$ cat config.mk
export PLATFORM = sky130hd
export DESIGN_NAME = fetch_stage
export DESIGN_NICKNAME = d
export VERILOG_FILES = /design/src/rtl/core_pkg.sv /design/src/rtl/fetch_stage.sv
export SDC_FILE = /design/constraint.sdc
export NUM_CORES = 1
export LEC_CHECK = 0
export BUFFER_PORTS_ARGS = -buffer_cell sky130_fd_sc_hd__buf_2
export CORE_MARGIN = 2
export CORE_UTILIZATION = 30
export CTS_CLUSTER_DIAMETER = 40
export DETAILED_ROUTE_END_ITERATION = 10
export PLACE_DENSITY_LB_ADDON = 0.1
export SYNTH_ARGS = -nofsm -noshare
export SYNTH_HDL_FRONTEND = slang
export SYNTH_SLANG_ARGS = --single-unit
$ cat constraint.sdc
create_clock -name clk -period 5.4 [get_ports clk]
set_input_delay 0.27 -clock clk [delete_from_list [all_inputs] [get_ports clk]]
set_output_delay 0.27 -clock clk [all_outputs]
set_load 0.01 [all_outputs]
$ cat src/rtl/core_pkg.sv
// rtl/core_pkg.sv - shared core constants: boot PC, NOP word, fetch FSM encoding, exception codes
package core_pkg;

   localparam logic [31:0] CORE_RESET_PC = 32'h1c00_0000;
   localparam logic [31:0] CORE_NOP_INST = 32'h0340_0000;

   localparam logic [1:0] S_IDLE = 2'd0;
   localparam logic [1:0] S_REQ  = 2'd1;
   localparam logic [1:0] S_RESP = 2'd2;
   localparam logic [1:0] S_HOLD = 2'd3;

   // Shared with the CSR/exception stage.
   localparam logic [5:0] ECODE_ADEF = 6'h08;

   function automatic logic is_misaligned(input logic [31:0] addr);
      return addr[1:0] != 2'b00;
   endfunction

endpackage

$ cat src/rtl/fetch_stage.sv
// rtl/fetch_stage.sv - instruction fetch FSM: owns fetch PC, drives inst SRAM, holds one entry for decode
module fetch_stage
   import core_pkg::*;
#(
   parameter logic [31:0] RESET_PC = CORE_RESET_PC,
   parameter logic [31:0] NOP_INST = CORE_NOP_INST
) (
   input  logic        clk,
   input  logic        resetn,
   output logic        inst_sram_we,
   output logic [31:0] inst_sram_addr,
   output logic [31:0] inst_sram_wdata,
   input  logic [31:0] inst_sram_rdata,
   input  logic        br_taken,
   input  logic [31:0] br_target,
   input  logic        ds_allowin,
   output logic        fs_valid,
   output logic [31:0] fs_pc,
   output logic [31:0] fs_inst,
   output logic        fs_adef
);

   logic [1:0]  state;
   logic [31:0] fetch_pc;

   assign inst_sram_we    = 1'b0;
   assign inst_sram_wdata = 32'd0;
   assign inst_sram_addr  = fetch_pc;

   always_ff @(posedge clk) begin
      if (!resetn) begin
         state    <= S_IDLE;
         fetch_pc <= RESET_PC;
         fs_valid <= 1'b0;
         fs_pc    <= 32'd0;
         fs_inst  <= 32'd0;
         fs_adef  <= 1'b0;
      end else begin
         case (state)
            S_IDLE: state <= S_REQ;
            S_REQ: begin
               // A redirect here re-issues at once; the read launched this cycle is never captured.
               if (br_taken) begin
                  fetch_pc <= br_target;
               end else if (is_misaligned(fetch_pc)) begin
                  fs_valid <= 1'b1;
                  fs_pc    <= fetch_pc;
                  fs_inst  <= NOP_INST;
                  fs_adef  <= 1'b1;
                  state    <= S_HOLD;
               end else begin
                  state <= S_RESP;
               end
            end
            S_RESP: begin
               if (br_taken) begin
                  fetch_pc <= br_target;
                  state    <= S_REQ;
               end else begin
                  fs_valid <= 1'b1;
                  fs_pc    <= fetch_pc;
                  fs_inst  <= inst_sram_rdata;
                  fs_adef  <= 1'b0;
                  state    <= S_HOLD;
               end
            end
            S_HOLD: begin
               if (br_taken) begin
                  fetch_pc <= br_target;
                  fs_valid <= 1'b0;
                  state    <= S_REQ;
               end else if (ds_allowin) begin
                  fetch_pc <= fetch_pc + 32'd4;
                  fs_valid <= 1'b0;
                  state    <= S_REQ;
               end
            end
            default: state <= S_IDLE;
         endcase
      end
   end

endmodule
==> impl_metrics.toml, run 1 <==
[run_status]
outcome = "complete, no violations"

[place]
dp_hpwl_mm = 10.49
portBuffers = 165
numPlacedInstances = 946
dp_worst_setup_slack_ns = 2.717
gp_congestion = 0.8265

[clock_network]
clk_pin_slew_ns = 0.07
hold_fix_buffers_cts = 0
cts_resized = 0
cts.repair_timing.setup_buffer_count = 0
bufs_on_longest_clock_path = 2
insertion_delay_ns = 0.35
cts.htree.levels = 3
tritoncts = "yes"
cts.root.buffer_cell = "sky130_fd_sc_hd__clkbuf_16"
cts.sink_count = 100
cts_buffers = 9

[setup_path]
worstPathRequired_ns = 5.67
critical_path_startpoint_category = "register"
worst-r2r-cell-count = 7
critical_path.reg2reg.endpoint = "inst_sram_addr[27]"
critical_path.max_fanout = 31
critPathArrivalTime_ns = 2.96
timing.reg2reg.setup_slack_ns = 2.71
critPathKind = "register to register"
timing.critical_path.to_type = "register"
r2r_start = "state[0]"

[power]
netSwitchingPower_mw = 0.5690
seqPwrFrac_pct = 46.7
leakage_nw = 2.588
powerDensity_nw_per_um2 = 306.2
internal-power_mw = 1.285
power.switching_fraction_pct = 30.69
clkPwrFrac_pct = 35.0
share_comb_of_total_power_pct = 18.3
peak_vdd_ir_uv = 192.2

[finish]
layout.cells.non_filler = 963
final_net_count = 813
syn_to_final_growth_pct = 23.57
post_route_cells_drive_above_1_share_pct = 26.81

[route]
initialDrtViolationCount = 281
finalWirelength_mm = 14.84
vias = 4766
postRouteAntennaNets = 0
avgRoutedWirePerCell_um = 15.41
drc = 0
drt_pass1_iterations = 4
vias_per_cell = 4.949

[floorplan]
initial_utilization_pct = 30.73
rows = 46
floorplan.io_pins = 199
core_um2 = 15940
floorplan.die_area_um2 = 17370
dieWidth_um = 131.8
floorplan.die.height_um = 131.8

[timing]
finalSetupViolCount = 0
finalMaxSlewViolations = 0
setup_total_negative_slack_ns = 0
timing.final.ws_setup_ns = 2.708
transition_time_at_the_pin_with_the_least_slew_margin_ns = 1.189
setup_repair_after_global_routing_missed_its_margin = "no"
highest_clock_rate_mhz = 371.5
fin_crit_sh_pct = 49.84
clock-skew-final_ns = 0.004885
slew_headroom_pct = 20.74
finalCriticalPeriod_ns = 2.692
finalHoldViolCount = 0
worst_hold_slack_ns = 0.1706

[grt]
grt_max_degree = 87
number_of_global_route_vias_before_repair = 4467
grt_util_all_layers_pct = 16.96
grt_first_pass_wirelength_mm = 23.81
overflow = 0
number_of_antenna_violations_at_the_first_check_in_global_routing = 1

[min_path]
min_delay_path_depth = 3
hp-start = "inst_sram_rdata[2]"
whs_endpoint = "fs_inst[2]"
min_path_type = "primary input to register"

[synth]
synth.top_cells.by_count = "100 x sky130_fd_sc_hd__dfxtp_1, 100 x sky130_fd_sc_hd__nand2_1, 43 x sky130_fd_sc_hd__nor2_1, 37 x sky130_fd_sc_hd__clkbuf_1, 33 x sky130_fd_sc_hd__buf_4"
synth_sequential_area_ratio_pct = 40.86
post-synth-top-area-fraction_pct = 40.86
post_synth_num_cell_types = 58
main_flop_type_after_synthesis = "sky130_fd_sc_hd__dfxtp_1"
synth_seq_cells = 100
post_synth_instance_area_um2 = 4900
syn-mean-instance-area_um2 = 8.126
synthesis.instances = 603
synthArstFlopShare_pct = 0
post_synth_main_area_contributors = "sky130_fd_sc_hd__dfxtp_1 41%, sky130_fd_sc_hd__nand2_1 7.7%, sky130_fd_sc_hd__buf_4 5.1%, sky130_fd_sc_hd__a22oi_1 4.6%, sky130_fd_sc_hd__a21boi_1 4.3%"
count_of_yosys_warnings_during_synthesis = 0
synth_enable_flop_cells = 0
yosysTopAreaCell = "sky130_fd_sc_hd__dfxtp_1"

[job]
maxCapViolations = 0
[layout make-up]
cell class	instances	area, um2
Timing Repair Buffer	170	863.3
Clock buffer	10	229.0
Tap cell	216	270.3
Sequential cell	100	2002
Inverter	5	18.77
Fill cell	1712	9888
Multi-Input combinational cell	455	2604
Clock inverter	6	65.06
Antenna cell	1	2.502
[flip-flops by register name, indices dropped and copies added (netlist names)]
signal / flops
fs_pc: 32
state: 2
fs_inst: 32
inst_sram_addr: 32
fs_valid: 1
fs_adef: 1
[how the worst max path moves through the flow]
stage                    endpoint  slack (ns)     start  cells past startpoint
2_1_floorplan  inst_sram_addr[14]        3.30  state[0]                      9
3_3_place_gp   inst_sram_addr[27]        2.81  state[0]                      7
3_5_place_dp   inst_sram_addr[27]        2.72  state[0]                      7
4_1_cts        inst_sram_addr[27]        2.70  state[0]                      7
5_1_grt        inst_sram_addr[30]        2.49  state[0]                      7
6_report       inst_sram_addr[27]        2.71  state[0]                      7
[cell families after synthesis]
logic type / after synthesis / share of synthesized area [%]
other cells: 1 / 0.07654
compound gates: 170 / 24.46
buf+inv: 80 / 8.886
flops: 100 / 40.86
fa+ha+maj: 4 / 1.021
simple gates: 248 / 24.69
[layer usage]
layer / global-route usage, % / share of wire, % / up-vias
li1: - / - / 2345
met1: 21.76 / 46 / 2237
met3: 5.152 / 6.5 / 8
met5: 0 / 0 / -
met2: 27.95 / 47 / 176
met4: 4.167 / 0.83 / 0
[metrics by stage]
stage | power [mW] | utilization (%) | area [um2]
4_1_cts | 1.893 | 37.96 | 6052
2_1_floorplan | 1.094 | - | 5020
3_3_place_gp | 1.220 | 36.12 | 5758
5_1_grt | 1.966 | 37.96 | 6052
3_5_place_dp | 1.228 | 36.12 | 5758
6_report | 1.854 | 37.98 | 6055
[layout by cell type (no fill, tap or decap), types with 11 or more instances in the layout]
cell,n
sky130_fd_sc_hd__a21boi_1,28
sky130_fd_sc_hd__nor2_1,43
sky130_fd_sc_hd__dfxtp_1,100
sky130_fd_sc_hd__o21ai_0,14
sky130_fd_sc_hd__buf_2,165
sky130_fd_sc_hd__a22oi_1,30
sky130_fd_sc_hd__a21oi_1,32
sky130_fd_sc_hd__nor3_1,13
sky130_fd_sc_hd__nand3_1,17
sky130_fd_sc_hd__nand2_1,100
sky130_fd_sc_hd__nor2b_1,20
sky130_fd_sc_hd__o21ai_1,11
sky130_fd_sc_hd__conb_1,33
[critical path, stage by stage (launching register included)]
cell	delay, ns
sky130_fd_sc_hd__dfxtp_1	0.38
sky130_fd_sc_hd__inv_1	0.06
sky130_fd_sc_hd__ha_1	0.45
sky130_fd_sc_hd__nor2b_1	0.25
sky130_fd_sc_hd__or2_1	0.93
sky130_fd_sc_hd__or3_1	0.21
sky130_fd_sc_hd__o21ai_0	0.10
sky130_fd_sc_hd__a211oi_2	0.24
[power by group through the flow]
stage / combinational (mW) / sequential (mW) / clock [mW]
3_3_place_gp: 0.339 / 0.881 / 0
5_1_grt: 0.382 / 0.876 / 0.708
4_1_cts: 0.346 / 0.866 / 0.681
2_1_floorplan: 0.211 / 0.882 / 0
6_report: 0.340 / 0.866 / 0.649
3_5_place_dp: 0.345 / 0.883 / 0
Note: power is estimated with default switching activity, not from simulation.
==> inputs of run 2 (changes only) <==
==> constraint.sdc (replaced) <==
create_clock -name clk -period 2.4 [get_ports clk]
set_input_delay 0.12 -clock clk [delete_from_list [all_inputs] [get_ports clk]]
set_output_delay 0.12 -clock clk [all_outputs]
set_load 0.01 [all_outputs]
==> impl_metrics.toml, run 2 (same netlist as run 1, synthesis figures left out) <==
[timing]
fin_crit_sh_pct = 87.40
setup_repair_after_global_routing_missed_its_margin = "no"
slew_headroom_pct = 52.77
setup_total_negative_slack_ns = 0
finalSetupViolCount = 0
finalCriticalPeriod_ns = 2.098
clock-skew-final_ns = 0.005910
worst_hold_slack_ns = 0.02292
highest_clock_rate_mhz = 476.7
finalMaxSlewViolations = 0
transition_time_at_the_pin_with_the_least_slew_margin_ns = 0.7058
finalHoldViolCount = 0

[clock_network]
cts.htree.levels = 3
cts_resized = 0
cts.repair_timing.setup_buffer_count = 0
bufs_on_longest_clock_path = 2
cts.sink_count = 100
hold_fix_buffers_cts = 2
cts_buffers = 9
insertion_delay_ns = 0.35
cts.root.buffer_cell = "sky130_fd_sc_hd__clkbuf_16"
clk_pin_slew_ns = 0.07
tritoncts = "yes"

[power]
netSwitchingPower_mw = 1.305
internal-power_mw = 3.161
share_comb_of_total_power_pct = 18.9
peak_vdd_ir_uv = 350.1
clkPwrFrac_pct = 37.9
seqPwrFrac_pct = 43.2
powerDensity_nw_per_um2 = 707.5
power.switching_fraction_pct = 29.21
leakage_nw = 2.742

[place]
portBuffers = 165
place_area_um2 = 5943
gp_congestion = 0.8134
dp_hpwl_mm = 11.32

[finish]
area.sequential_um2 = 2002
final_core_utilization_pct = 39.59
post_route_cells_drive_above_1_share_pct = 29.05
mostFrequentLayoutCell = "sky130_fd_sc_hd__buf_2"
num_antenna_cells = 0
final_net_count = 838
most-common-layout-cells = "165 x sky130_fd_sc_hd__buf_2, 100 x sky130_fd_sc_hd__nand2_1, 100 x sky130_fd_sc_hd__dfxtp_1, 43 x sky130_fd_sc_hd__nor2_1, 33 x sky130_fd_sc_hd__conb_1"
syn_to_final_growth_pct = 28.83
nFillCells = 1709
post-route-cell-area_um2 = 6312
multi_input_area_um2 = 2604

[route]
avgRoutedWirePerCell_um = 15.30
vias_per_cell = 4.905
vias = 4841
drt_pass1_iterations = 6
postRouteAntennaNets = 0
finalWirelength_mm = 15.10
drc = 0
initialDrtViolationCount = 180

[grt]
grt_max_degree = 41
number_of_global_route_vias_before_repair = 4710
number_of_antenna_violations_at_the_first_check_in_global_routing = 0
grt_util_all_layers_pct = 17.40
grt_first_pass_wirelength_mm = 24.64
overflow = 0

[setup_path]
critPathArrivalTime_ns = 2.33
critPathKind = "register to register"
critical_path.max_fanout = 12
critical_path_startpoint_category = "register"
timing.critical_path.to_type = "register"
worstPathRequired_ns = 2.63

[floorplan]
initial_utilization_pct = 30.73
floorplan.io_pins = 199
floorplan.die_area_um2 = 17370
core_um2 = 15940
floorplan.die.height_um = 131.8
rows = 46
dieWidth_um = 131.8

[min_path]
min_path_type = "primary input to register"

[run_status]
outcome = "complete, no violations"

[job]
maxCapViolations = 0
## run 2: area by class of cell
| type | count | share of cell area [%] |
|---|---|---|
| multi-input cells | 455 | 41.25 |
| flip-flops and latches | 100 | 31.71 |
| repair buffers | 195 | 16.93 |
| well taps | 216 | 4.281 |
| clock buffers | 9 | 3.568 |
| clock inverters | 7 | 1.962 |
| inverters | 5 | 0.2973 |
## run 2: power groups by stage
stage / sequential (mW) / clock, mW / combinational, mW
floorplan: 1.98 / 0 / 0.476
global placement: 1.96 / 0 / 0.842
detailed placement: 1.97 / 0 / 0.851
CTS: 1.93 / 1.75 / 0.858
global route: 1.96 / 1.80 / 0.946
finish: 1.93 / 1.69 / 0.846
## run 2: worst paths after layout
check,endpoint,start,cells after the start,slack (ns)
setup reg to reg,inst_sram_addr[22],state[0],7,0.30
hold / removal,fs_inst[2],inst_sram_rdata[2],3,0.02
setup / recovery,inst_sram_addr[22],state[0],7,0.30
hold reg to reg,fs_pc[0],fs_pc[0],2,0.45
## run 2: metrics by stage
step	total power [mW]	std cells	worst slack [ns]
2_1_floorplan	2.461	635	0.2957
3_3_place_gp	2.806	969	0.3726
3_5_place_dp	2.818	969	0.3157
4_1_cts	4.541	987	0.2871
5_1_grt	4.697	987	0.08343
6_report	4.466	987	0.3024
## run 2: routing by layer
layer	part of all wire, %	track usage, %	up-vias	wire (um)
met4	1.3	5.797	0	197
met1	48	23.04	2283	7177
li1	-	-	2406	-
met3	4.5	2.999	12	683
met2	47	28.80	140	7042
met5	0	0	-	0
## run 2: worst max-delay path, stage by stage, from the launching register on
cell and delay (ns):
sky130_fd_sc_hd__dfxtp_1 0.38, sky130_fd_sc_hd__inv_1 0.06, sky130_fd_sc_hd__ha_1 0.35, sky130_fd_sc_hd__a21oi_1 0.22
sky130_fd_sc_hd__or2_1 0.33, sky130_fd_sc_hd__buf_4 0.25, sky130_fd_sc_hd__nor4_1 0.07, sky130_fd_sc_hd__a311o_1 0.32
==> inputs of run 3 (changes only) <==
--- a/config.mk
+++ b/config.mk
@@ -11,6 +11,7 @@
 export CTS_CLUSTER_DIAMETER = 40
 export DETAILED_ROUTE_END_ITERATION = 10
 export PLACE_DENSITY_LB_ADDON = 0.1
+export RECOVER_POWER = 25
 export SYNTH_ARGS = -nofsm -noshare
 export SYNTH_HDL_FRONTEND = slang
 export SYNTH_SLANG_ARGS = --single-unit
==> impl_metrics.toml, run 3 (same netlist as run 1, synthesis figures left out) <==
[place]
gp_congestion = 0.8134
portBuffers = 165
dp_worst_setup_slack_ns = 0.3157
dp_hpwl_mm = 11.32

[floorplan]
rows = 46
floorplan.io_pins = 199
floorplan.die_area_um2 = 17370
initial_utilization_pct = 30.73
dieWidth_um = 131.8
floorplan.die.height_um = 131.8
core_um2 = 15940

[grt]
number_of_global_route_vias_before_repair = 4710
grt_max_degree = 41
number_of_antenna_violations_at_the_first_check_in_global_routing = 0
overflow = 0
grt_util_all_layers_pct = 17.40
grt_first_pass_wirelength_mm = 24.64

[power]
peak_vdd_ir_uv = 348.1
seqPwrFrac_pct = 43.2
leakage_nw = 2.528
power.switching_fraction_pct = 29.25
clkPwrFrac_pct = 38.0
internal-power_mw = 3.155
powerDensity_nw_per_um2 = 713.5
share_comb_of_total_power_pct = 18.8
netSwitchingPower_mw = 1.305

[route]
finalWirelength_mm = 15.16
vias = 4800
postRouteAntennaNets = 0
avgRoutedWirePerCell_um = 15.36
drt_pass1_iterations = 5
initialDrtViolationCount = 285
drc = 0
vias_per_cell = 4.863

[timing]
setup_total_negative_slack_ns = 0
clock-skew-final_ns = 0.005263
timing.final.ws_setup_ns = 0.3032
transition_time_at_the_pin_with_the_least_slew_margin_ns = 0.7030
finalCriticalPeriod_ns = 2.097
fin_crit_sh_pct = 87.37
highest_clock_rate_mhz = 476.9
finalHoldViolCount = 0
slew_headroom_pct = 52.95
finalMaxSlewViolations = 0
setup_repair_after_global_routing_missed_its_margin = "no"
finalSetupViolCount = 0
worst_hold_slack_ns = 0.02548

[setup_path]
crit_chain = "inv_1 -> ha_1 -> a21oi_1 -> or2_1 -> buf_4 -> nor4_1 -> a311o_1"
critPathArrivalTime_ns = 2.33
critical-path-max-stage-delay_ns = 0.38
critical_path_buffer_and_inverter_count = 2
cpLargestDelayFamily = "compound AO/OA/AOI/OAI gates"
critical_path.max_fanout = 12
timing.critical_path.to_type = "register"
critical_path_startpoint_category = "register"
worstPathRequired_ns = 2.64
critPathKind = "register to register"
slowest_stage = "sky130_fd_sc_hd__dfxtp_1"

[clock_network]
cts.htree.levels = 3
cts.repair_timing.setup_buffer_count = 0
tritoncts = "yes"
cts_buffers = 9
insertion_delay_ns = 0.35
cts.root.buffer_cell = "sky130_fd_sc_hd__clkbuf_16"
cts.sink_count = 100
hold_fix_buffers_cts = 2
cts_resized = 0
bufs_on_longest_clock_path = 2
clk_pin_slew_ns = 0.07

[finish]
mostFrequentLayoutCell = "sky130_fd_sc_hd__buf_2"
nFillCells = 1733
most-common-layout-cells = "116 x sky130_fd_sc_hd__buf_2, 100 x sky130_fd_sc_hd__nand2_1, 100 x sky130_fd_sc_hd__dfxtp_1, 49 x sky130_fd_sc_hd__clkbuf_1, 43 x sky130_fd_sc_hd__nor2_1"
num_antenna_cells = 0
syn_to_final_growth_pct = 27.58
post_route_cells_drive_above_1_share_pct = 22.70
final_net_count = 838

[run_status]
outcome = "complete, no violations"

[job]
maxCapViolations = 0

[min_path]
min_path_type = "primary input to register"
==> run 3: cell types whose count changed in the layout (fill, tap and decap cells not counted), sizes merged <==
cell / previous run / this run
clkbuf: 9 / 58
buf: 193 / 144
==> run 3: metal layers <==
metal / global-route usage (%) / wire, um / vias to the layer above
li1: - / - / 2404
met5: 0 / 0 / -
met1: 23.04 / 7200 / 2248
met4: 5.797 / 194 / 0
met2: 28.80 / 7050 / 137
met3: 2.999 / 711 / 11
==> run 3: final timing paths <==
check                     start                  to  slack [ns]  cells past startpoint
max reg2reg            state[0]  inst_sram_addr[22]        0.30                      7
max                    state[0]  inst_sram_addr[22]        0.30                      7
min reg2reg            fs_pc[0]            fs_pc[0]        0.46                      2
min          inst_sram_rdata[1]          fs_inst[1]        0.03                      3
==> run 3: area by class of cell <==
type	count	area [um2]	area share, %
Tap cell	216	270.3	4.323
Timing Repair Buffer	195	1007	16.11
Clock buffer	9	225.2	3.603
Sequential cell	100	2002	32.03
Inverter	5	18.77	0.3002
Multi-Input combinational cell	455	2604	41.65
Clock inverter	7	123.9	1.982
==> run 3: power by group through the flow <==
stage               logic [mW]  registers [mW]  clock network [mW]
floorplan                0.476            1.98                   0
global placement         0.842            1.96                   0
detailed placement       0.851            1.97                   0
CTS                      0.858            1.93                1.75
global route             0.940            1.96                1.80
finish                   0.838            1.93                1.69
==> run 3: worst min-delay path: cells and delay by family <==
family | cells | cell delay [ns]
AND/OR/NAND/NOR | 1 | 0.08
buffers and inverters | 1 | 0.08
AO/OA/AOI/OAI | 1 | 0.07
==> run 3: per-stage QoR <==
stage / power [mW] / cell area, um2 / instances / util, %
after global routing: 4.692 / 6251 / 987 / 39.21
after global placement: 2.806 / 5943 / 969 / 37.28
after CTS: 4.541 / 6312 / 987 / 39.59
after floorplan: 2.461 / 5020 / 635 / -
final: 4.460 / 6251 / 987 / 39.21
after detailed placement: 2.818 / 5943 / 969 / 37.28
